**src/rtl/ram18k_arb_pkg.sv**
```systemverilog
// Shared constants, FSM state type and parity helpers for ram18k_port_arbiter.
package ram18k_arb_pkg;

  localparam int unsigned WORDS      = 1024;
  localparam int unsigned WADDR_W    = 10;
  localparam int unsigned DATA_W     = 16;
  localparam int unsigned PAR_W      = 2;
  localparam int unsigned RAM_ADDR_W = 14;
  localparam int unsigned ADDR_SHIFT = 4;

  typedef enum logic [0:0] {
    StClear,
    StRun
  } arb_state_e;

  // Even parity of one byte (XOR of its bits).
  function automatic logic byte_parity(input logic [7:0] b);
    return ^b;
  endfunction

  // Per-byte parity of a data word, bit i covers byte i.
  function automatic logic [PAR_W-1:0] word_parity(input logic [DATA_W-1:0] d);
    return {byte_parity(d[15:8]), byte_parity(d[7:0])};
  endfunction

endpackage

```
**src/rtl/rr_arbiter.sv**
```systemverilog
// Combinational round-robin pick: first eligible index at or after ptr_i, wrapping.
module rr_arbiter #(
  parameter int unsigned NumReq = 4,
  localparam int unsigned IdxW  = $clog2(NumReq)
) (
  input  logic [NumReq-1:0] eligible_i,
  input  logic [IdxW-1:0]   ptr_i,
  output logic [NumReq-1:0] onehot_o,
  output logic [IdxW-1:0]   idx_o,
  output logic              valid_o
);

  // Scan from the pointer and keep only the first eligible hit.
  always_comb begin
    int unsigned cand;
    onehot_o = '0;
    idx_o    = '0;
    valid_o  = 1'b0;
    cand     = 0;
    for (int unsigned off = 0; off < NumReq; off++) begin
      cand = (32'(ptr_i) + off) % NumReq;
      if (!valid_o && eligible_i[cand]) begin
        valid_o        = 1'b1;
        idx_o          = IdxW'(cand);
        onehot_o[cand] = 1'b1;
      end
    end
  end

endmodule

```
**src/rtl/ram18k_port_arbiter.sv**
```systemverilog
// Round-robin sharing of one x18 RAM18K port among NUM_REQ requesters, with an
// optional zero-fill of all words after reset.
// Optional build macro RAM18K_ARB_PARITY_EN: generate write parity from data and
// flag read parity errors on PERR; otherwise WPARITY passes through, PERR = 0.
module ram18k_port_arbiter
  import ram18k_arb_pkg::*;
#(
  parameter int unsigned NUM_REQ        = 4,
  parameter bit          CLEAR_ON_RESET = 1'b1
) (
  input  logic                        CLK,
  input  logic                        RESET_N,
  input  logic [NUM_REQ-1:0]          REQ,
  input  logic [NUM_REQ-1:0]          WE,
  input  logic [NUM_REQ*WADDR_W-1:0]  ADDR,
  input  logic [NUM_REQ*DATA_W-1:0]   WDATA,
  input  logic [NUM_REQ*PAR_W-1:0]    WPARITY,
  input  logic [NUM_REQ*2-1:0]        BE,
  output logic [NUM_REQ-1:0]          GNT,
  output logic [NUM_REQ-1:0]          RVALID,
  output logic [DATA_W-1:0]           RDATA,
  output logic [PAR_W-1:0]            RPARITY,
  output logic                        PERR,
  output logic                        INIT_DONE,
  output logic                        RAM_WEN,
  output logic                        RAM_REN,
  output logic [1:0]                  RAM_BE,
  output logic [RAM_ADDR_W-1:0]       RAM_ADDR,
  output logic [DATA_W-1:0]           RAM_WDATA,
  output logic [PAR_W-1:0]            RAM_WPARITY,
  input  logic [DATA_W-1:0]           RAM_RDATA,
  input  logic [PAR_W-1:0]            RAM_RPARITY
);

  localparam int unsigned IdxW = $clog2(NUM_REQ);

  arb_state_e             state_q, state_d;
  logic [WADDR_W-1:0]     clr_cnt_q, clr_cnt_d;
  logic                   init_done_q, init_done_d;
  logic [IdxW-1:0]        ptr_q, ptr_d;
  logic [NUM_REQ-1:0]     gnt_q, gnt_d;
  logic [NUM_REQ-1:0]     rvalid_q, rvalid_d;
  logic                   wen_q, wen_d, ren_q, ren_d;
  logic [1:0]             be_q, be_d;
  logic [RAM_ADDR_W-1:0]  addr_q, addr_d;
  logic [DATA_W-1:0]      wdata_q, wdata_d;
  logic [PAR_W-1:0]       wpar_q, wpar_d;

  logic [NUM_REQ-1:0]     arb_onehot;
  logic [IdxW-1:0]        arb_idx;
  logic                   arb_valid;
  logic [DATA_W-1:0]      win_wdata;
  logic [PAR_W-1:0]       win_wpar;

  // The requester granted this cycle still holds REQ; mask it out.
  rr_arbiter #(
    .NumReq (NUM_REQ)
  ) u_rr_arbiter (
    .eligible_i (REQ & ~gnt_q),
    .ptr_i      (ptr_q),
    .onehot_o   (arb_onehot),
    .idx_o      (arb_idx),
    .valid_o    (arb_valid)
  );

  assign win_wdata = WDATA[arb_idx*DATA_W +: DATA_W];

`ifdef RAM18K_ARB_PARITY_EN
  logic unused_wparity;
  assign unused_wparity = ^WPARITY;
  assign win_wpar = word_parity(win_wdata);
  // RAM data only exists in the RVALID cycle, so the check is qualified there.
  assign PERR = (|rvalid_q) && (RAM_RPARITY != word_parity(RAM_RDATA));
`else
  assign win_wpar = WPARITY[arb_idx*PAR_W +: PAR_W];
  assign PERR     = 1'b0;
`endif

  // Next-state: clear sequencing, arbitration and RAM command selection.
  always_comb begin
    state_d     = state_q;
    clr_cnt_d   = clr_cnt_q;
    init_done_d = init_done_q;
    ptr_d       = ptr_q;
    gnt_d       = '0;
    wen_d       = 1'b0;
    ren_d       = 1'b0;
    be_d        = be_q;
    addr_d      = addr_q;
    wdata_d     = wdata_q;
    wpar_d      = wpar_q;
    rvalid_d    = ren_q ? gnt_q : '0;
    unique case (state_q)
      StClear: begin
        // Leave once the last word's write has been presented to the RAM.
        if (wen_q && addr_q[RAM_ADDR_W-1:ADDR_SHIFT] == WADDR_W'(WORDS - 1)) begin
          state_d     = StRun;
          init_done_d = 1'b1;
        end else begin
          wen_d     = 1'b1;
          be_d      = 2'b11;
          addr_d    = {clr_cnt_q, {ADDR_SHIFT{1'b0}}};
          wdata_d   = '0;
          wpar_d    = '0;
          clr_cnt_d = clr_cnt_q + 1'b1;
        end
      end
      StRun: begin
        if (arb_valid) begin
          gnt_d   = arb_onehot;
          wen_d   = WE[arb_idx];
          ren_d   = ~WE[arb_idx];
          be_d    = BE[arb_idx*2 +: 2];
          addr_d  = {ADDR[arb_idx*WADDR_W +: WADDR_W], {ADDR_SHIFT{1'b0}}};
          wdata_d = win_wdata;
          wpar_d  = win_wpar;
          ptr_d   = (arb_idx == IdxW'(NUM_REQ - 1)) ? '0 : arb_idx + 1'b1;
        end
      end
    endcase
  end

  // State and registered outputs; reset drops any read in flight.
  always_ff @(posedge CLK or negedge RESET_N) begin
    if (!RESET_N) begin
      state_q     <= CLEAR_ON_RESET ? StClear : StRun;
      clr_cnt_q   <= '0;
      init_done_q <= !CLEAR_ON_RESET;
      ptr_q       <= '0;
      gnt_q       <= '0;
      rvalid_q    <= '0;
      wen_q       <= 1'b0;
      ren_q       <= 1'b0;
      be_q        <= '0;
      addr_q      <= '0;
      wdata_q     <= '0;
      wpar_q      <= '0;
    end else begin
      state_q     <= state_d;
      clr_cnt_q   <= clr_cnt_d;
      init_done_q <= init_done_d;
      ptr_q       <= ptr_d;
      gnt_q       <= gnt_d;
      rvalid_q    <= rvalid_d;
      wen_q       <= wen_d;
      ren_q       <= ren_d;
      be_q        <= be_d;
      addr_q      <= addr_d;
      wdata_q     <= wdata_d;
      wpar_q      <= wpar_d;
    end
  end

  assign GNT         = gnt_q;
  assign RVALID      = rvalid_q;
  assign RDATA       = RAM_RDATA;
  assign RPARITY     = RAM_RPARITY;
  assign INIT_DONE   = init_done_q;
  assign RAM_WEN     = wen_q;
  assign RAM_REN     = ren_q;
  assign RAM_BE      = be_q;
  assign RAM_ADDR    = addr_q;
  assign RAM_WDATA   = wdata_q;
  assign RAM_WPARITY = wpar_q;

endmodule

```
**config.mk**
```make
export PLATFORM = sky130hd
export DESIGN_NAME = ram18k_port_arbiter
export DESIGN_NICKNAME = d
export VERILOG_FILES = /design/src/rtl/ram18k_arb_pkg.sv /design/src/rtl/rr_arbiter.sv /design/src/rtl/ram18k_port_arbiter.sv
export SDC_FILE = /design/constraint.sdc
export NUM_CORES = 1
export LEC_CHECK = 0
export ABC_CLOCK_PERIOD_IN_PS = 2500
export CAP_MARGIN = 5
export CELL_PAD_IN_SITES_DETAIL_PLACEMENT = 1
export CELL_PAD_IN_SITES_GLOBAL_PLACEMENT = 1
export CORE_MARGIN = 2
export CORE_UTILIZATION = 25
export DETAILED_ROUTE_END_ITERATION = 16
export HOLD_SLACK_MARGIN = 0.15
export PLACE_DENSITY_LB_ADDON = 0.1
export SLEW_MARGIN = 10
export SYNTH_ARGS = -nofsm -noshare
export SYNTH_HDL_FRONTEND = slang
export SYNTH_SLANG_ARGS = --single-unit
export TNS_END_PERCENT = 50
```
**constraint.sdc**
```tcl
create_clock -name CLK -period 2.5 [get_ports CLK]
set_input_delay 0.625 -clock CLK [delete_from_list [all_inputs] [get_ports CLK]]
set_output_delay 0.625 -clock CLK [all_outputs]
set_load 0.02 [all_outputs]
```
==> impl_results.md <==
- Status: finished, violations left
- Failing checks: setup timing
- Most instantiated cells after synthesis: 54 x dfrtp_1, 44 x nand2_1, 24 x buf_4
- Distinct cells, synth: between 60 and 70
- Antenna viol nets, final: 0
- Top post-synthesis cells by area: dfrtp_1 36%, a221oi_2 7.5%, buf_4 4.8%
- Post-synthesis sequential area ratio: 0.357
- Post-Syn Area per Cell: 10.2 um2
- Slowest cell on the critical path: a211oi_4
- Hold Vio Cnt, Final: 0
- First-pass GRT wire length: about 22 mm
- TritonCTS clock tree: built
- Post-Synth XOR/XNOR Area: 0.0208
- Row count: between 40 and 50
- Die H: roughly 130 um
- Switch share: 0.264
- EDFF count, synth: 0
- Share of layout cells above drive strength 1: 0.297
- Clk sink count: 54
- Worst EP required: around 2.7 ns
- Cts hold-fix bufs: 0
- Clock Skew: approximately 0.0063 ns
- Core Footprint: about 15000 um2
- Post-synthesis cell area: between 3000 and 4000 um2
- Vias/cell: ~4.9
- Proportion of synthesized area in mux cells: 0.0766
- Register bit count reported by yosys: 54
- Clock Tree Root: clkbuf_16
- Class of the worst hold path: in2async
- Crit path buf inv count: 4
- Post-route clock period utilization: 1.00
- GRT overflow: 0
- Crit Path Class: reg2reg
- Asr flop ratio synth: 1.00
- Slew HR: 0.426
- Longest Clk Path Bufs: 2
- Yosys top cell by area: dfrtp_1
- Fmax: 400 MHz
- Total GRT Usage: 0.177
- Critical path cell sequence: clkinvlp_4 > ha_4 > nand2b_4 > a21o_1 > a211oi_4 > buf_12 > nor2_4 > buf_8 > buf_6 > a221oi_2 > o21ai_1
- Die width: 127 um
- CP Depth: 11
- Num CTS Buffers: 5
- Filler instances: 1602
- Clock transition at the registers of the reported paths: roughly 0.07 ns
- Worst path setup slack after routing: -0.00113 ns
- Top-area cell type share of the netlist area: 0.357
- Largest net degree at the start of global routing: 39
- Placed cell count: 742
- Combinational share of power: 0.297
- Clock power frac: 0.310
- Top delay family on crit path: compound AO/OA/AOI/OAI gates
- Io pins: roughly 210
- Sequential share of power: 0.393
- First-iteration detailed-routing DRC count: around 130
- Layout net count: approximately 750
- Final slew viol count: 0
- Pre-antenna DRT Iters: 4
- Number of global-route vias before repair: approximately 4000
- Post-layout min period: 2.50 ns
- Non-filler instance count after layout: between 700 and 800
- Main combinational cell family by area after synthesis: compound AO/OA/AOI/OAI gates
- PD cells: approximately 350 nW/um2
- Layout Area Growth over Synthesis: 76.8%
- # H-tree levels: 2
- Initial Util: 0.259
- Yosys warnings: 0
- Post-Synth Simple-Gate Area: 0.167
- Critical path startpoint category: register
- Total wire length: about 15 mm
- Synthesized instance count: about 370
- WP data arrival: ~2.7 ns
- Crit-path max cell delay: slightly above 0.4 ns
- Initial antenna violation count: 0
- GPL Wtd Cong: roughly 0.79
- Worst Tran Pin Value: 0.851 ns
- Worst-Skew Late Latency: 0.30 ns
- Total Die Area: about 16000 um2
- I/O Buffers: 170
- DRC viols: 0
- RSZ-0062 raised after global routing: yes
- Synthesized-area fraction occupied by adder cells: 0.0297
- CP max FO: 6
- Max-Cap Viols: 0
- WL/cell: about 20 um
- Total negative slack: -0.00113 ns
- Final Setup Violations: 1
- R2R depth: 11
- Antenna diode count: 0
- Crit end category: register
- Synth Area in Compound Gates: 0.247
- Pwr Total: 0.00232 W
- Leading cell type by number of instances after synthesis: dfrtp_1
- Dominant synthesized flop cell: dfrtp_1
- Peak supply drop: ~250 uV
- Switch Pwr: between 0.0006 and 0.0007 W
- Leakage: roughly 2.8 nW
- Int Pwr: 0.00170 W
- Vias: 3840
- Hpwl dp: roughly 11 mm
## power by group through the flow
stage	sequential [W]	clock, W	combinational (W)
finish	0.000909	0.000719	0.000688
global route	0.000913	0.000775	0.000731
CTS	0.000909	0.000743	0.000610
detailed placement	0.000926	0	0.000587
global placement	0.000925	0	0.000581
floorplan	0.000955	0	0.000228
## cells in the final DEF (no fill, tap or decap), types with 4 or more instances in the layout
master           netlist  layout
nand2_1               44      37
clkdlybuf4s50_1        0     165
buf_12                 1      13
conb_1                 1       5
o211ai_1               4       4
a21oi_1               14      14
ha_1                   9       8
mux2_4                 1       8
a221oi_1              15       5
clkbuf_16              0       8
dfrtp_1               54      54
nand2b_1               4       4
and2_1                 5       5
a221oi_2              19      28
mux2i_1               14      11
o221ai_2               0       6
nor2_1                10      10
nor3_1                 5       5
o21ai_1               18      18
nand2_2                1       6
buf_6                 10       6
a222oi_1               4       4
buf_4                 24      65
nor3b_1               11      11
o221ai_1              10       4
xnor2_1                6       6
nand3_1                9       9
## final timing paths
| check | startpoint | endpoint | slack [ns] |
|---|---|---|---|
| max reg2reg | ptr_q[0] | RAM_WDATA[8] | -0.001 |
| max in group asynchronous | RESET_N | GNT[1] | 1.68 |
| max | ptr_q[0] | RAM_WDATA[8] | -0.001 |
| min in group CLK | clr_cnt_q[2] | clr_cnt_q[2] | 0.47 |
| min | RESET_N | RAM_WDATA[8] | 0.25 |
| min reg2reg | clr_cnt_q[2] | clr_cnt_q[2] | 0.47 |
## stage by stage
step	hold slack, ns	util	setup slack [ns]	cell area [um2]
after CTS	0.262	0.425	-0.000519	6220
after floorplan	0.329	-	-0.104	3860
final	0.252	0.457	-0.00113	6700
after global routing	0.280	0.457	-0.0951	6700
after detailed placement	0.459	0.408	-0.330	5970
after global placement	0.454	0.408	-0.297	5970
## worst reg2reg max path, cell delays in order, from the launching register on
cell	delay, ns
dfrtp_1	0.40
clkinvlp_4	0.13
ha_4	0.32
nand2b_4	0.06
a21o_1	0.18
a211oi_4	0.41
buf_12	0.18
nor2_4	0.06
buf_8	0.15
buf_6	0.13
a221oi_2	0.28
o21ai_1	0.10
## final cells by class
cell class | instances | area (um2) | share of cell area
Inverter | 3 | 15.0 | 0.00224
Sequential cell | 54 | 1350 | 0.202
Multi-Input combinational cell | 271 | 2300 | 0.344
Tap cell | 184 | 230 | 0.0344
Timing Repair Buffer | 261 | 2660 | 0.397
Clock buffer | 6 | 139 | 0.0207
## registers in the layout (all words and copies together), names as in the netlist
signal and flops:
GNT 4, INIT_DONE 1, RAM_ADDR 10, RAM_BE 2, RAM_REN 1, RAM_WDATA 16
RAM_WEN 1, RAM_WPARITY 2, RVALID 4, clr_cnt_q 10, ptr_q 2, state_q 1
## per-layer routing
layer | up-vias | GRT usage | part of all wire
met3 | 13 | 0.0377 | 0.039
met4 | 0 | 0.0356 | 0.0098
met2 | 95 | 0.328 | 0.54
li1 | 1825 | - | -
met1 | 1907 | 0.210 | 0.41
met5 | - | 0 | 0
## logic make-up after synthesis
family,after synthesis
compound gates,105
xor+xnor,9
fa+ha+maj,9
flops,54
simple gates,116
other cells,1
mux,27
buf+inv,52
## what timing repair did
item                                    in CTS  in global routing
gates cloned                                 1                  3
gates resized for setup                      8                 50
endpoints found under the setup margin       8                 37
endpoints found under the hold margin        0                  0
pin swaps                                    3                 23
buffers inserted                             5                 22
(Power assumes the default switching activity.)
==> RTL edit 1 (same flow settings) <==
Set the parameter `NUM_REQ` to 2 (it was 4).
--- a/src/rtl/ram18k_port_arbiter.sv
+++ b/src/rtl/ram18k_port_arbiter.sv
@@ -5,7 +5,7 @@
 module ram18k_port_arbiter
   import ram18k_arb_pkg::*;
 #(
-  parameter int unsigned NUM_REQ        = 4,
+  parameter int unsigned NUM_REQ        = 2,
   parameter bit          CLEAR_ON_RESET = 1'b1
 ) (
   input  logic                        CLK,
Ports: changed (8 resized); port bits go from 212 to 144. The function was not compared with the original's and may differ.
==> RTL edit 1 against the original RTL <==
Worst setup slack improved by 0.46 ns; design area decreased by 45%; wire length decreased by 52%; first-iteration DRC count decreased by 65%; combinational power increased by 10%; synthesized area decreased by 33%; sequential cell count decreased by 5; total power increased by 1.1%; critical path type is now primary input to register; critical endpoint is now RAM_ADDR[6].
==> RTL edit 1: results (changes against the original RTL) <==
r2r-end: "RAM_BE[0]"
crit_end: "RAM_ADDR[6]"
synth_top_area_frac: 0.486  # +0.129
cts_buffer_depth: 2  # unchanged
ir_worst_vdd_mv: 0.362  # +43%
cp_max_fo: 9  # +3
drt_iter0_drc: 47  # -65%
fin_skew_ns: 0.0136  # +0.00725 ns
nonClkBufAreaFrac: 0.305  # -0.0916
reg2regPathDepth: 4  # -7
nNonClkBuffers: 112  # -57%
synth_area_leaders: "dfrtp_1 (49%), mux2i_1 (11%), buf_4 (7.1%)"
post_cts_buffers: 0  # -5
p_int_uw: 1620  # -4.8%
use_met2: 0.246  # -0.0827
gr-usage-all-layers: 0.141  # -0.0353
dp_cells: 431  # -42%
seq_area_frac_synth: 0.486  # +0.129
multi_input_area_share: 0.281  # -0.0626
grt_max_degree: 31  # -21%
wl_per_cell_um: 16.7  # -15%
yosys-top-cells-count: "dfrtp_1 (49), mux2i_1 (29), buf_4 (24), o2bb2ai_1 (18), nand2_1 (15)"
seq_area_mm2: 0.00123  # -9.3%
cts_root_buffer: "clkbuf_8"
port_buffers: 102  # -40%
viasPerCell: 4.48  # -9.1%
inv_count: 4  # +1
nFillCells: 1112  # -31%
drt-total-wl_um: 7330  # -52%
multi_input_area_mm2: 0.00104  # -55%
use_met1: 0.175  # -0.0350
fmax_mhz: 489  # +22%
gp_congestion: 0.724  # -7.9%
synth_cell_types: 39  # -37%
status: "finished, final reports clean"
nets: 390  # -48%
drive_above_1_share: 0.101  # -0.196
cp_top_family: "buffers and inverters"
place_area_mm2: 0.00358  # -40%
cts.clk_slew.worst_paths_ns: 0.10  # +0.03 ns
rr_startpoint: "RAM_ADDR[13]"
dp_hpwl_um: 5500  # -51%
slowest_delay_ns: 0.44  # +0.03 ns
grt_pass1_vias: 2212  # -45%
use_met3: 0.0326  # -0.00511
crit_arrival_ns: 2.21  # -0.48 ns
place_ws_ns: 0.132  # +0.462 ns
multi_input_gates: 133  # -51%
grt_pass1_wl_um: 12100  # -46%
startpoint: "REQ[1]"
core_area_mm2: 0.00977  # -33%
## RTL edit 1: changes by cell type after synthesis, moves of 6 or more
cell and change:
nand2_1 -29, a221oi_2 -19, o2bb2ai_1 +18, o21ai_1 -17, a221oi_1 -15, mux2i_1 +15
a21oi_1 -13, nor3b_1 -10, ha_1 -8, nand3_1 -8, clkbuf_1 -6
## RTL edit 1: cell families after synthesis
group                    share of synthesized area
flip-flops                                   0.486
AND/OR/NAND/NOR                              0.105
buffers and inverters                        0.110
AO/OA/AOI/OAI                                0.134
multiplexers                                 0.128
XOR/XNOR                                    0.0312
adder cells (fa/ha/maj)                    0.00495
other                                      0.00149
## RTL edit 1: power groups by stage
stage / Sequential (uW) / Clock, uW / Combinational, uW
CTS: 978 / 635 / 774
detailed placement: 990 / 0 / 773
global route: 992 / 656 / 815
finish: 975 / 609 / 758
floorplan: 1110 / 0 / 279
global placement: 992 / 0 / 764
==> RTL edit 2 (same flow settings) <==
Made on the original files. Make the reset (`RESET_N`) synchronous in one clocked block.
--- a/src/rtl/ram18k_port_arbiter.sv
+++ b/src/rtl/ram18k_port_arbiter.sv
@@ -121,7 +121,7 @@
   end
 
   // State and registered outputs; reset drops any read in flight.
-  always_ff @(posedge CLK or negedge RESET_N) begin
+  always_ff @(posedge CLK) begin
     if (!RESET_N) begin
       state_q     <= CLEAR_ON_RESET ? StClear : StRun;
       clr_cnt_q   <= '0;
Behaviour: differs if RESET_N is asserted again (counterexample within 4 cycles, from zero or initial values and one cycle with RESET_N low); with RESET_N held inactive, the same outputs for 10 cycles.
==> RTL edit 2 against the original RTL <==
Total power down 3.9%; design area is 8.1% lower; die area down 7.4%; sequential cell count stayed put; count of clock-buffer cells in the layout grew 1; sequential share of layout area decreased by 2.5 points; worst setup slack improved by 0.029 ns; critical path depth decreased by 1; via count decreased by 1.1%; synthesized area shrank 7.6%; global-route usage is 1.7 points higher; wire length decreased by 4.2%; clock skew grew 0.0064 ns; critical endpoint is now RAM_ADDR[4]; highest routed layer unchanged.
==> RTL edit 2: results (changes against the original RTL) <==
status: "finished, final reports clean"
place_ws_ns: -0.625  # -0.295 ns
first_pass_iters: 5  # +1
drt_iter0_drc: 155  # +16%
p_int_uw: 1670  # -1.9%
viasPerCell: 4.91  # -0.43%
grt_max_degree: 28  # -28%
crit_end: "RAM_ADDR[4]"
hold_slack_ns: 0.482  # +0.230 ns
gp_congestion: 0.836  # +6.4%
dp_cells: 752  # +1.3%
synth_top_area_cell: "dfxtp_1"
post_cts_buffers: 8  # +3
fin_skew_ns: 0.0128  # +0.00644 ns
use_met1: 0.216  # +0.00582
crit_arrival_ns: 2.66  # -0.03 ns
nFillCells: 1627  # +1.6%
yosys-top-cells-count: "dfxtp_1 (54), mux2i_1 (46), nand2_1 (31), nand3_1 (28), buf_4 (23)"
dr_wl_met3_um: 1040  # +73%
ctsResizeCount: 20  # +12
grt_pass1_wl_um: 22300  # -0.64%
slowest_delay_ns: 0.51  # +0.10 ns
r2r-end: "RAM_ADDR[4]"
wl_met1_um: 6010  # -4.7%
cp_top_family: "multiplexers"
gr-usage-all-layers: 0.194  # +0.0171
post-route-util: 0.447  # -0.0107
startpoint: "REQ[3]"
slowest_stage: "mux4_2"
rr_startpoint: "ptr_q[0]"
syn_inst: 396  # +6.2%
wl_per_cell_um: 18.9  # -3.6%
ir_worst_vdd_mv: 0.257  # +1.9%
synthArstFlopShare: 0  # -1.00
drive_above_1_share: 0.192  # -0.106
use_met3: 0.0669  # +0.0292
num_vias: 3799  # -1.1%
seq_area_frac_synth: 0.309  # -0.0478
dp_hpwl_um: 11000  # -1.4%
grt_pass1_vias: 4146  # +2.5%
r2r_slack_ns: 0.05  # +0.05 ns
cp_max_fo: 14  # +8
-- RTL edit 2: cells by family (layout without fill, tap and decap cells) --
family / after synthesis / after routing / synth area share
DFF: 54 / 54 / 0.309
muxes: 55 / 55 / 0.164
other: 1 / 5 / 0.00107
adders and majority gates: 8 / 8 / 0.0286
AOI/OAI and AO/OA: 90 / 90 / 0.194
buffers and inverters: 55 / 249 / 0.0930
xor gates and xnor gates: 10 / 10 / 0.0250
and+or+nand+nor: 123 / 123 / 0.186
-- RTL edit 2: power groups by stage --
stage	combinational (uW)	sequential, uW	clock [uW]
finish	550	876	799
global route	584	878	848
CTS	533	876	835
detailed placement	463	897	0
global placement	456	896	0
floorplan	227	901	0
-- RTL edit 2: cell type report --
cell class                      count  area share
Timing Repair Buffer              235       0.387
Inverter                            7     0.00427
Sequential cell                    54       0.177
Tap cell                          180      0.0366
Clock buffer                        7      0.0266
Multi-Input combinational cell    291       0.369
